**config.mk**
```make
export PLATFORM = sky130hd
export DESIGN_NAME = csr_exec_unit
export DESIGN_NICKNAME = d
export VERILOG_FILES = /design/src/rtl/csr_exec_unit_pkg.sv /design/src/rtl/csr_exec_unit_alu.sv /design/src/rtl/csr_exec_unit.sv
export SDC_FILE = /design/constraint.sdc
export NUM_CORES = 1
export LEC_CHECK = 0
export CORE_ASPECT_RATIO = 1.75
export CORE_MARGIN = 4
export CORE_UTILIZATION = 47
export DETAILED_ROUTE_END_ITERATION = 7
export PLACE_DENSITY_LB_ADDON = 0.12
export SETUP_SLACK_MARGIN = 0.4
export SYNTH_ARGS = -nofsm -noshare
export SYNTH_HDL_FRONTEND = slang
export SYNTH_SLANG_ARGS = --single-unit
```
**constraint.sdc**
```tcl
create_clock -name clk_i -period 2.7 [get_ports clk_i]
set_clock_uncertainty 0.2 [all_clocks]
set_input_delay 0.405 -clock clk_i [delete_from_list [all_inputs] [get_ports clk_i]]
set_output_delay 0.405 -clock clk_i [all_outputs]
set_load 0.005 [all_outputs]
```
**src/rtl/csr_exec_unit_pkg.sv**
```systemverilog
// Shared constants and types for the CSR execute sequencer: CSR addresses,
// funct3 encodings, FSM/instruction-kind enums and mcause codes.
package csr_exec_unit_pkg;

  localparam logic [11:0] CSR_MSTATUS = 12'h300;
  localparam logic [11:0] CSR_MTVEC   = 12'h305;
  localparam logic [11:0] CSR_MEPC    = 12'h341;
  localparam logic [11:0] CSR_MCAUSE  = 12'h342;

  localparam logic [2:0] F3_PRIV = 3'b000;
  localparam logic [2:0] F3_RW   = 3'b001;
  localparam logic [2:0] F3_RS   = 3'b010;
  localparam logic [2:0] F3_RC   = 3'b011;
  localparam logic [2:0] F3_ILL  = 3'b100;
  localparam logic [2:0] F3_RWI  = 3'b101;
  localparam logic [2:0] F3_RSI  = 3'b110;
  localparam logic [2:0] F3_RCI  = 3'b111;

  localparam int MCAUSE_ECALL_CODE   = 11;
  localparam int MCAUSE_ILLEGAL_CODE = 2;

  typedef enum logic [1:0] {
    S_IDLE  = 2'd0,
    S_READ  = 2'd1,
    S_WRITE = 2'd2,
    S_DONE  = 2'd3
  } state_t;

  typedef enum logic [2:0] {
    K_NOP   = 3'd0,
    K_CSR   = 3'd1,
    K_ECALL = 3'd2,
    K_MRET  = 3'd3,
    K_ILL   = 3'd4
  } kind_t;

  function automatic logic csr_addr_legal(input logic [11:0] addr);
    return (addr == CSR_MSTATUS) || (addr == CSR_MTVEC) ||
           (addr == CSR_MEPC)    || (addr == CSR_MCAUSE);
  endfunction

endpackage

```
**src/rtl/csr_exec_unit_alu.sv**
```systemverilog
// Combinational CSR write-data: RW/RS/RC on rs1 value or zero-extended zimm.
module csr_exec_unit_alu #(
  parameter int XLEN = 32
) (
  input  logic [2:0]      op,
  input  logic [XLEN-1:0] old_val,
  input  logic [XLEN-1:0] src1,
  input  logic [4:0]      zimm,
  output logic [XLEN-1:0] wdata
);

  logic [XLEN-1:0] operand;

  // funct3[2] selects the immediate forms; funct3[1:0] selects RW/RS/RC
  assign operand = op[2] ? {{(XLEN-5){1'b0}}, zimm} : src1;

  always_comb begin
    wdata = old_val;
    unique case (op[1:0])
      2'b01:   wdata = operand;
      2'b10:   wdata = old_val | operand;
      2'b11:   wdata = old_val & ~operand;
      default: wdata = old_val;
    endcase
  end

endmodule

```
**src/rtl/csr_exec_unit.sv**
```systemverilog
// SYSTEM-instruction sequencer (IDLE/READ/WRITE/DONE), out_valid_o 3 cycles after accept, one in flight;
// result holds while out_ready_i is low. CSR_EXEC_ILLEGAL_TRAP_EN turns bad funct3/address into a trap.
module csr_exec_unit #(
  parameter int XLEN         = 32,
  parameter int MCAUSE_ECALL = 11
) (
  input  logic            clk_i,
  input  logic            rst_i,
  input  logic            in_valid_i,
  output logic            in_ready_o,
  input  logic [XLEN-1:0] pc_i,
  input  logic [XLEN-1:0] src1_i,
  input  logic [4:0]      rs1_idx_i,
  input  logic [4:0]      rd_i,
  input  logic [11:0]     csr_addr_i,
  input  logic [2:0]      csr_op_i,
  input  logic            is_ecall_i,
  input  logic            is_mret_i,
  output logic [11:0]     csr_addr_o,
  input  logic [XLEN-1:0] csr_rdata_i,
  output logic [XLEN-1:0] csr_wdata_o,
  output logic            csr_wen_o,
  output logic            csr_ecall_o,
  output logic            csr_mret_o,
  output logic [XLEN-1:0] csr_mepc_o,
  output logic [XLEN-1:0] csr_mcause_o,
  output logic            out_valid_o,
  input  logic            out_ready_i,
  output logic [4:0]      rd_o,
  output logic [XLEN-1:0] rd_wdata_o,
  output logic            rd_wen_o,
  output logic            redirect_o,
  output logic [XLEN-1:0] redirect_pc_o
);
  import csr_exec_unit_pkg::*;

  state_t          state_q;
  kind_t           kind_d, kind_q;
  logic [XLEN-1:0] src1_q, old_q, alu_wdata, mcause_d;
  logic [4:0]      rs1_q, rd_q;
  logic [2:0]      op_q;
  logic            wen_d, is_trap_d;

  // ecall beats mret beats the funct3 field
  always_comb begin
    kind_d = K_NOP;
    if (is_ecall_i)                kind_d = K_ECALL;
    else if (is_mret_i)            kind_d = K_MRET;
    else if (csr_op_i[1:0] != 2'b00) kind_d = K_CSR;
`ifdef CSR_EXEC_ILLEGAL_TRAP_EN
    if (!is_ecall_i && !is_mret_i &&
        ((csr_op_i == F3_ILL) || ((kind_d == K_CSR) && !csr_addr_legal(csr_addr_i))))
      kind_d = K_ILL;
`endif
  end

  assign is_trap_d = (kind_d == K_ECALL) || (kind_d == K_ILL);
  assign mcause_d  = (kind_d == K_ILL) ? XLEN'(MCAUSE_ILLEGAL_CODE) : XLEN'(MCAUSE_ECALL);

  // Set/clear forms with rs1/zimm == 0 must not write (read-only CSRs stay untouched)
  always_comb begin
    wen_d = 1'b0;
    unique case (kind_q)
      K_CSR:          wen_d = !(op_q[1] && (rs1_q == 5'd0));
      K_ECALL, K_MRET: wen_d = 1'b1;
      default:        wen_d = 1'b0;
    endcase
  end

  csr_exec_unit_alu #(.XLEN(XLEN)) u_alu (
    .op      (op_q),
    .old_val (csr_rdata_i),
    .src1    (src1_q),
    .zimm    (rs1_q),
    .wdata   (alu_wdata)
  );

  always_ff @(posedge clk_i or negedge rst_i) begin
    if (!rst_i) begin
      state_q       <= S_IDLE;
      kind_q        <= K_NOP;
      src1_q        <= '0;
      rs1_q         <= '0;
      rd_q          <= '0;
      op_q          <= '0;
      old_q         <= '0;
      in_ready_o    <= 1'b1;
      csr_addr_o    <= '0;
      csr_wdata_o   <= '0;
      csr_wen_o     <= 1'b0;
      csr_ecall_o   <= 1'b0;
      csr_mret_o    <= 1'b0;
      csr_mepc_o    <= '0;
      csr_mcause_o  <= '0;
      out_valid_o   <= 1'b0;
      rd_o          <= '0;
      rd_wdata_o    <= '0;
      rd_wen_o      <= 1'b0;
      redirect_o    <= 1'b0;
      redirect_pc_o <= '0;
    end else begin
      unique case (state_q)
        S_IDLE: begin
          if (in_valid_i) begin
            state_q      <= S_READ;
            in_ready_o   <= 1'b0;
            kind_q       <= kind_d;
            src1_q       <= src1_i;
            rs1_q        <= rs1_idx_i;
            rd_q         <= rd_i;
            op_q         <= csr_op_i;
            csr_addr_o   <= csr_addr_i;
            csr_ecall_o  <= is_trap_d;
            csr_mret_o   <= (kind_d == K_MRET);
            csr_mepc_o   <= is_trap_d ? pc_i : '0;
            csr_mcause_o <= is_trap_d ? mcause_d : '0;
          end
        end
        S_READ: begin
          state_q     <= S_WRITE;
          old_q       <= csr_rdata_i;
          csr_wdata_o <= (kind_q == K_CSR) ? alu_wdata : '0;
          csr_wen_o   <= wen_d;
        end
        S_WRITE: begin
          state_q       <= S_DONE;
          csr_addr_o    <= '0;
          csr_wdata_o   <= '0;
          csr_wen_o     <= 1'b0;
          csr_ecall_o   <= 1'b0;
          csr_mret_o    <= 1'b0;
          csr_mepc_o    <= '0;
          csr_mcause_o  <= '0;
          out_valid_o   <= 1'b1;
          rd_o          <= rd_q;
          rd_wdata_o    <= old_q;
          rd_wen_o      <= (kind_q == K_CSR) && (rd_q != 5'd0);
          redirect_o    <= (kind_q == K_ECALL) || (kind_q == K_MRET) || (kind_q == K_ILL);
          redirect_pc_o <= ((kind_q == K_ECALL) || (kind_q == K_MRET) || (kind_q == K_ILL)) ?
                           old_q : '0;
        end
        S_DONE: begin
          if (out_ready_i) begin
            state_q       <= S_IDLE;
            in_ready_o    <= 1'b1;
            out_valid_o   <= 1'b0;
            rd_o          <= '0;
            rd_wdata_o    <= '0;
            rd_wen_o      <= 1'b0;
            redirect_o    <= 1'b0;
            redirect_pc_o <= '0;
          end
        end
        default: state_q <= S_IDLE;
      endcase
    end
  end

endmodule

```
* Word level (Yosys, flattened, before mapping)
Cells that the tools add are included.
Storage, ports and cells: register bits after elaboration 266, input bits 127, output and inout port bits 184, logic and storage cells 97
Operators by class: equal/unequal tests 15, multiplexer cells 38, bitwise operators 3, reduce and logical (&&, ||, !) cells 20
Operator list (count):
- $pmux W32 S2 | 5
- $mux W32 | 7
- $pmux W32 S3 | 1
- $and A32 B32 Y32 | 1
- $not A32 Y32 | 1
- $or A32 B32 Y32 | 1
- $pmux W12 S2 | 1
- $pmux W1 S2 | 8
- $eq A3 B2 Y1 const B | 4
- $mux W12 | 1
- $pmux W5 S2 | 1
- $reduce_bool A2 Y1 | 5
- $eq A2 B2 Y1 const B | 4
- $mux W4 | 2
- $pmux W2 S4 | 1
- $reduce_and A2 Y1 | 4
- $eq A3 B3 Y1 const B | 2
- $mux W1 | 6
- $mux W2 | 3
- $logic_not A5 Y1 | 1
- $mux W5 | 1
- $reduce_bool A5 Y1 | 1
- $eq A2 B1 Y1 const B | 2
- $ne A2 B2 Y1 const B | 2
- other kinds (8) | 11

* Longest topological paths before layout
depth in word-level cells 9, depth in mapped cells 8, mapped depth without buffers 6

* Hierarchy
From an unflattened synthesis, not the netlist that was laid out.
Unflattened totals: cells, all modules 783, area total of the unflattened synthesis 9814.4 µm²
By module, submodules not included:
- csr_exec_unit | instances 1, cells each 639, area an instance 8849.7 µm², sequential area each 5831.8 µm²
- csr_exec_unit_alu | instances 1, cells each 144, area an instance 964.7 µm², sequential area each 0.0 µm²

* Worst setup path before layout
OpenSTA, ideal clock, no wires.
kind register to register, start register state_q[0], end register csr_wdata_o[30], setup time 0.074 ns, arrival 1.696 ns, required time 2.426 ns, path slack 0.730 ns, cell stages (with the launch flop) 9, buffers on the path 2, period minus slack after synthesis 1.970 ns, cells stage by stage dfrtp_1 inv_1 ha_1 buf_2 nand2b_4 or3b_1 buf_6 a211o_1 o21ai_2
On the way: word-level cells in the longest chain between the ends 2, elaborated cells between the ends (all ways) 4, classes of those cells eq/ne (2); mux (1); reduce/logical (1)
RTL lines:
- start, declared | RTL line csr_exec_unit.sv:37 | state_t state_q;
- start signal, assigned | RTL line csr_exec_unit.sv:80 | state_q <= S_IDLE;
- start signal, assigned | RTL line csr_exec_unit.sv:105 | state_q <= S_READ;
- start signal, assigned | RTL line csr_exec_unit.sv:120 | state_q <= S_WRITE;
- $eq A2 B2 Y1 / $eq A2 B1 Y1 (equally long branches) | RTL line csr_exec_unit.sv:102 | unique case (state_q)
- $pmux W32 S2 / $reduce_bool A2 Y1 (equally long branches)
- end signal, assigned | RTL line csr_exec_unit.sv:122 | csr_wdata_o <= (kind_q == K_CSR) ? alu_wdata : '0;
- end, declared | RTL line csr_exec_unit.sv:21 | output logic [XLEN-1:0] csr_wdata_o,
Several ways; a longest one is shown, not always the timed one. A chain may end at the register's enable or synchronous reset.

* Final worst setup path
start register in_ready_o, end output in_ready_o
RTL lines:
- start, declared | RTL line csr_exec_unit.sv:10 | output logic in_ready_o,
- start signal, assigned | RTL line csr_exec_unit.sv:87 | in_ready_o <= 1'b1;
- start signal, assigned | RTL line csr_exec_unit.sv:106 | in_ready_o <= 1'b0;
- start signal, assigned | RTL line csr_exec_unit.sv:145 | in_ready_o <= 1'b1;
No word-level cell between the ends.

==> results.ini <==
[final_layout]
diodes=0
layout_commonest_cell=clkdlybuf4s50_1
drive_above_1_share_pct=17.6
final_cell_mix=clkdlybuf4s50_1 (280), dfrtp_1 (232), a22o_1 (113)
areaGrowthSynthToFinish_pct=38.3
layout.nets=1125

[setup_path]
r2r-start=op_q[0]
critPathBufInv=1
r2r_cells=4
cp.required_ns=2.10
crit_path_max_incr_delay_ns=0.54
end_kind=primary output
cp-start-kind=flip-flop
cp.arrival_ns=1.56
critPathMaxFanout=3
path_cells=clkdlybuf4s50_1
path_class=flip-flop to primary output
critPathTopFamily=flip-flops
rr_endpoint=csr_wdata_o[17]
critPathSlowestCell=dfstp_2
reg2reg_slack_ns=0.62

[floorplan]
core_area_um2=20400
initial_core_util_pct=48.0
die-height_um=199
std_cell_rows=69
ios=311
die_w_um=117
die-area_um2=23300

[clock_tree]
clk_latency_ns=0.50
cts_buffers=22
cts.sinks=233
cts_setup_buffers=0
ctsHtreeMaxLevel=1
path_clk_slew_ns=0.07
cts_tree=done
cts_root_buf=clkbuf_16
clk_path_buf_depth=3

[synth]
async_flop_share_pct=100
syn_area_um2=9790
synth-seq-cells=233
yosysSeqAreaShare_pct=59.6
avgSynthCellArea_um2=13.4
synth-main-ff-cell=dfrtp_1
synth_enable_flop_cells=0
netlist.area_leader.share_pct=59.3
yosysTopAreaCell=dfrtp_1
synth.distinct_cells=47
synth_area_leaders=dfrtp_1 (59%), mux2_2 (12%), a22o_1 (10%), a222oi_1 (2.7%), buf_4 (2.5%)
syn_inst=729
synth_warnings=0

[power_and_ir_drop]
net-switching-power_mw=5.18
netSwitchingFraction_pct=32.6
p_per_area_nw_per_um2=1170
intPower_mw=10.7
p_seq_share_pct=37.3
power_frac_comb_pct=41.6
p_leak_nw=5.86
vdd_drop_max_mv=0.985
p_clk_share_pct=21.1
power_mw=15.9

[sta]
tns_ns=0
slew_violations=0
period_needed_ns=2.17
setup_viol=0
hold_viol_final=0
rsz0062_at_grt=false
slew_headroom_pct=46.8
fin_crit_sh_pct=80.2
tightest_slew_ns=0.795
max_freq_mhz=462

[status]
status=finished clean

[hold_path]
hold_path.class=primary input to asynchronous set/reset pin

[global_routing]
grt_pass1_vias=7404
grt_max_degree=72
grt_first_pass_wirelength_um=40300
antenna_found_initial=1
gr-total-overflow=0
grtUsageTotal_pct=22.1

[drt]
drc=0
wl_per_cell_um=20.6
drt-total-wl_um=25900
vias=7023
drtIter0Drc=430
first_pass_iters=7
vias_per_cell=5.58
ant_nets=0

[place]
io_buffer_count=281
dp_hpwl_um=17700
gp_congestion=0.738

[run]
max-cap-violations=0

[routing by layer]
| metal | up-vias | share of wire (%) | GRT usage, % |
|---|---|---|---|
| li1 | 3178 | - | - |
| met1 | 3530 | 37 | 26.1 |
| met2 | 276 | 53 | 39.3 |
| met3 | 37 | 7.9 | 6.06 |
| met4 | 2 | 2.0 | 5.57 |
| met5 | - | 0.050 | 0 |
[through the flow]
step	worst slack, ns	instance area (um^2)	hold slack, ns	instances	util, %
final	0.534	13500	0.217	1258	66.5
after global routing	0.415	13500	0.242	1258	66.5
after CTS	0.484	13500	0.229	1258	66.4
after detailed placement	0.424	12700	0.165	1217	62.4
after global placement	0.492	12700	0.165	1217	62.4
after floorplan	0.730	9890	-0.0906	757	-
[synth_stat cells, types with 2 or more instances]
cell type	number
inv_1	38
dfrtp_1	232
a21oi_1	5
nand3_1	5
nand2b_1	27
ha_1	4
o221ai_1	5
buf_6	4
buf_4	33
nor3_1	2
nor2_1	3
o21ai_0	5
nand2_1	5
buf_2	30
mux2_1	6
clkbuf_1	20
nor2b_1	3
a222oi_1	26
o22ai_1	33
a22o_1	113
mux2_2	103
a21o_1	2
[kinds of logic after synthesis]
| family | share of synthesized area, % |
|---|---|
| fa+ha+maj | 0.511 |
| compound gates | 16.6 |
| xor+xnor | 0.0895 |
| other cells | 0.0383 |
| flops | 59.6 |
| buf+inv | 6.83 |
| mux | 12.7 |
| simple gates | 3.64 |
[layout make-up]
cell class	instances	area [um^2]
Fill cell	1576	6840
Sequential cell	233	5830
Multi-Input combinational cell	397	3430
Timing Repair Buffer	301	3020
Clock buffer	30	672
Tap cell	248	310
Inverter	39	149
Clock inverter	10	130
[power by group through the flow]
stage                     sequential, mW  clock, mW  combinational, mW
after CTS                           5.93       3.43               6.70
after detailed placement            5.96          0               6.68
final                               5.93       3.36               6.61
after global placement              5.94          0               6.55
after global routing                6.11       3.59               7.21
after floorplan                     5.80          0               3.86
[flip-flops by register name, indices dropped and copies added, names as in the netlist]
name and count:
state_q 2, csr_addr_o 12, csr_wen_o 1, rd_wen_o 1
op_q 3, rd_wdata_o 32, csr_wdata_o 32, src1_q 32
csr_mcause_o 1, rd_o 5, csr_mepc_o 32, out_valid_o 1
redirect_pc_o 32, in_ready_o 1, kind_q 2, csr_mret_o 1
rs1_q 5, old_q 32, redirect_o 1, rd_q 5
[worst max path at each step]
stage / start / to / slack [ns] / cells after the start
final: in_ready_o / in_ready_o / 0.53 / 1
after global routing: op_q[2] / csr_wdata_o[11] / 0.41 / 4
after CTS: state_q[0] / redirect_pc_o[12] / 0.48 / 4
after detailed placement: in_valid_i / csr_addr_o[0] / 0.42 / 4
after global placement: in_valid_i / csr_addr_o[3] / 0.49 / 4
after floorplan: state_q[0] / csr_wdata_o[30] / 0.73 / 8
[what timing repair did]
item                                   in CTS  in global routing
setup endpoints to repair                   0                 20
endpoints found under the hold margin      52                  0
hold buffers                                1                  0
gates resized for setup                     0                  3
(Power assumes the default switching activity.)
